### config.mk
export PLATFORM = sky130hd
export DESIGN_NAME = shift_reg_detect
export DESIGN_NICKNAME = d
export VERILOG_FILES = /design/src/rtl/shift_reg_detect.sv
export SDC_FILE = /design/constraint.sdc
export NUM_CORES = 1
export LEC_CHECK = 0
export ABC_AREA = 1
export ABC_CLOCK_PERIOD_IN_PS = 1050
export BUFFER_PORTS_ARGS = -buffer_cell sky130_fd_sc_hd__buf_4
export CAP_MARGIN = 25
export CORE_MARGIN = 5
export CORE_UTILIZATION = 45
export DETAILED_ROUTE_END_ITERATION = 8
export GPL_TIMING_DRIVEN = 0
export PLACE_DENSITY_LB_ADDON = 0.05
export SKIP_LAST_GASP = 1
export SYNTH_ARGS = -nofsm -noshare
export SYNTH_HDL_FRONTEND = slang
export SYNTH_SLANG_ARGS = --single-unit
### constraint.sdc
create_clock -name clk -period 1.05 [get_ports clk]
set_input_delay 0.1575 -clock clk [delete_from_list [all_inputs] [get_ports clk]]
set_output_delay 0.1575 -clock clk [all_outputs]
set_load 0.005 [all_outputs]
### src/rtl/shift_reg_detect.sv
// WIDTH-bit hold/shift/load register with serial PATTERN matcher fed by shift-left; 1-cycle latency.
// No backpressure: en=0 freezes q, s_out and history; match is a registered single-cycle pulse.
module shift_reg_detect #(
  parameter int               WIDTH   = 6,
  parameter logic [WIDTH-1:0] PATTERN = 6'b010110,
  parameter bit               OVERLAP = 1'b0
) (
  input  logic             clk,
  input  logic             reset,
  input  logic             en,
  input  logic [1:0]       mode,
  input  logic             d_in,
  input  logic [WIDTH-1:0] par_in,
  output logic [WIDTH-1:0] q,
  output logic             s_out,
  output logic             match
);

  localparam int FW = $clog2(WIDTH + 1);

  localparam logic [FW-1:0] FILL_FULL = FW'(WIDTH);
  localparam logic [FW-1:0] FILL_MIN  = FW'(WIDTH - 1);

  localparam logic [1:0] MODE_HOLD = 2'b00;
  localparam logic [1:0] MODE_SHL  = 2'b01;
  localparam logic [1:0] MODE_SHR  = 2'b10;
  localparam logic [1:0] MODE_LOAD = 2'b11;

  // Number of bits in q that are valid matcher history, saturating at WIDTH.
  logic [FW-1:0]    fill;
  logic [WIDTH-1:0] shl_val;
  logic             hit;

  always_comb begin
    shl_val = {q[WIDTH-2:0], d_in};
    hit     = (shl_val == PATTERN) && (fill >= FILL_MIN);
  end

  always_ff @(posedge clk or posedge reset) begin
    if (reset) begin
      q     <= '0;
      s_out <= 1'b0;
      match <= 1'b0;
      fill  <= '0;
    end else begin
      match <= 1'b0;
      if (en) begin
        case (mode)
          MODE_SHL: begin
            q     <= shl_val;
            s_out <= q[WIDTH-1];
            match <= hit;
            // Non-overlapping: a match consumes the whole window.
            if (hit && !OVERLAP)
              fill <= '0;
            else if (fill != FILL_FULL)
              fill <= fill + FW'(1);
          end
          MODE_SHR: begin
            q     <= {d_in, q[WIDTH-1:1]};
            s_out <= q[0];
            fill  <= '0;
          end
          MODE_LOAD: begin
            q    <= par_in;
            fill <= FILL_FULL;
          end
          MODE_HOLD: ;
          default: ;
        endcase
      end
    end
  end

endmodule

==> results.sh <==
export IMPL_die_h_um=50.2
export IMPL_drc=0
export IMPL_fin_skew_ps=6.44
export IMPL_gp_congestion=0.802
export IMPL_postLayoutCellArea_mm2=0.00101
export IMPL_synth_top_area_share_pct=37.9
export IMPL_cp_slowest_cell="dfrtp_1"
export IMPL_syn_nets=117
export IMPL_ant_nets=0
export IMPL_std_cell_rows=14
export IMPL_drive_gt1_share_pct=36.4
export IMPL_crit_path_max_fanout=3
export IMPL_cts_sinks=11
export IMPL_hold_path_class="primary input to flop"
export IMPL_fin_crit_sh_pct=117
export IMPL_die_area_mm2=0.00252
export IMPL_vias_per_cell=4.96
export IMPL_wl_met2_um=908
export IMPL_synth_top_family_by_area="simple AND/OR/NAND/NOR gates"
export IMPL_synth_mux_area_share_pct=1.38
export IMPL_pin_count=20
export IMPL_ys_top_cells_by_area="dfrtp_1 38%, nand2_1 17%, ha_1 12%"
export IMPL_seq_area_frac_synth_pct=37.9
export IMPL_portBuffers=19
export IMPL_synth_top_cells_by_count="33 x nand2_1, 11 x dfrtp_1, 11 x nor2_1"
export IMPL_fin_cells=145
export IMPL_worst_slack_ps=-175
export IMPL_holdPathStages=3
export IMPL_dp_slack_ps=-232
export IMPL_dr_max_layer_used="met4"
export IMPL_finalMaxSlewViolations=0
export IMPL_grt_overflow_total=0
export IMPL_grt_pass1_wl_um=2960
export IMPL_cp_cell_sequence="buf_4, ha_1, nand3_1, inv_2, nand2_2, nand2_2, nand2_1, nand2_1"
export IMPL_setup_violations=4
export IMPL_synth_seq_cells=11
export IMPL_first_pass_iters=4
export IMPL_routedWlPerCell_um=12.1
export IMPL_crit_arrival_ps=1380
export IMPL_syn_to_final_growth_pct=38.6
export IMPL_clk_latency_ps=260
export IMPL_wl_met3_um=86
export IMPL_cap_violations=0
export IMPL_max_freq_mhz=816
export IMPL_antenna_cells=0
export IMPL_dp_hpwl_um=1250
export IMPL_synthCells=98
export IMPL_dp_cells=133
export IMPL_worst_pin_slew_ps=456
export IMPL_vdd_drop_max_mv=0.877
export IMPL_tritoncts="built"
export IMPL_nNetsFinal=149
export IMPL_grtUsageTotal_pct=14.8
export IMPL_fp_coreArea_mm2=0.00152
export IMPL_synth_most_common_cell="nand2_1"
export IMPL_hold_viol=0
export IMPL_fin_crit_ps=1220
export IMPL_syn_avg_cell_area_um2=7.42
export IMPL_wl_um=1760
export IMPL_yosys_area_share_simple_pct=29.6
export IMPL_ys_types=20
export IMPL_initial_utilization_pct=47.7
export IMPL_slew_headroom_pct=69.6
export IMPL_cts_buffer_depth=2
export IMPL_cts_root_buf="clkbuf_4"
export IMPL_cpPeakStageDelay_ps=390
export IMPL_cts_inserted_buffers=3
export IMPL_placed_area_um2=890
export IMPL_synth_edf_count=0
export IMPL_met1_length_um=751
export IMPL_first_iter_violations=6
export IMPL_p_leak_uw=0.000526
export IMPL_end_kind="flop"
export IMPL_synthArstFlopShare_pct=100
export IMPL_grt_setup_unrepaired="yes"
export IMPL_synth_compound_area_share_pct=12.6
export IMPL_synth_area_um2=727
export IMPL_synth_xor_area_share_pct=0
export IMPL_violations="negative setup slack"
export IMPL_antenna_found_initial=0
export IMPL_startpoint_type="flop"
export IMPL_critical_path_class="flop to flop"
export IMPL_die_x_um=50.2
export IMPL_status="finished, violations left"
export IMPL_vias=719
export IMPL_yosys_area_share_adder_pct=12.0
export IMPL_clkSlewWorstSetupHoldPaths_ps=70
export IMPL_power_density_mw_per_mm2=1330
export IMPL_rr_worst_depth=8
export IMPL_required_ps=1200
export IMPL_grt_max_degree=12
export IMPL_finalCoreUtilization_pct=66.1
export IMPL_cts_htree_levels=1
export IMPL_grt_pass1_vias=703
export IMPL_synthFlopType="dfrtp_1"
export IMPL_yosysTopAreaCell="dfrtp_1"
export IMPL_yosysWarnings=0
metal layers:
layer	vias to the layer above	GRT usage, %
met5	-	0
met4	0	5.24
met3	2	3.55
met2	14	25.5
met1	328	17.6
li1	375	-
stage by stage:
| stage | hold WS [ps] | setup TNS, ps | power [µW] |
|---|---|---|---|
| 6_report | 150 | -625 | 1340 |
| 5_1_grt | 147 | -945 | 1450 |
| 4_1_cts | 134 | -649 | 1320 |
| 3_5_place_dp | 201 | -2180 | 986 |
| 3_3_place_gp | 198 | -2010 | 977 |
| 2_1_floorplan | 9.94 | -324 | 804 |
what timing repair did:
item / 4_1_cts / 5_1_grt
hold buffers: 1 / 0
setup endpoints to repair: 4 / 9
resized for setup: 7 / 5
pin swaps: 5 / 3
gates cloned: 0 / 0
endpoints found under the hold margin: 11 / 0
buffers inserted: 3 / 4
final timing paths:
check	from	to	slack [ps]
setup / recovery	fill[1]	fill[0]	-170
hold / removal	par_in[4]	q[4]	150
setup reg to reg	fill[1]	fill[0]	-170
hold reg to reg	s_out	s_out	500
max in group asynchronous	reset	q[1]	240
min in group asynchronous	reset	s_out	460
placed cells by master, fill, tap and decap left out:
cell	count
nand2_1	32
buf_4	26
nor2_1	9
dfrtp_1	9
a21oi_1	7
inv_1	6
a31oi_1	6
ha_1	6
inv_2	4
clkbuf_4	3
nor2_2	2
nand2_2	2
nor2_4	2
dfrtp_2	2
nand3_4	1
nand3_1	1
buf_2	1
clkbuf_2	1
nor3_1	1
nand4_1	1
a21oi_2	1
o21ai_2	1
mux2i_1	1
o21ai_0	1
ha_2	1
clkbuf_1	1
dlygate4sd3_1	1
area by class of cell:
class	instances	area (µm²)
fillers	146	517
multi-input cells	75	430
flip-flops and latches	11	278
repair buffers	27	205
inverters	10	37.5
clock buffers	4	26.3
well taps	16	20.0
plain buffers	2	10.0
critical path: cells and delay by family, from the launching register on:
kind / cells / cell delay [ps]
simple gates: 5 / 350
flops: 1 / 390
buf+inv: 2 / 210
fa+ha+maj: 1 / 170
cell families (layout without fill, tap and decap cells):
kind of cell,after synthesis,count (layout)
compound gates,16,16
flops,11,11
fa+ha+maj,7,7
buf+inv,12,43
simple gates,51,51
mux,1,1
registers in the layout (all words and copies together), names as in the netlist:
register,flops
q,6
fill,3
match,1
s_out,1
power by group:
group	internal, µW	switching [µW]	total [µW]
logic	239	222	461
registers	501	88.9	590
clock network	147	140	287
total	887	451	1340
(Power assumes the default switching activity.)
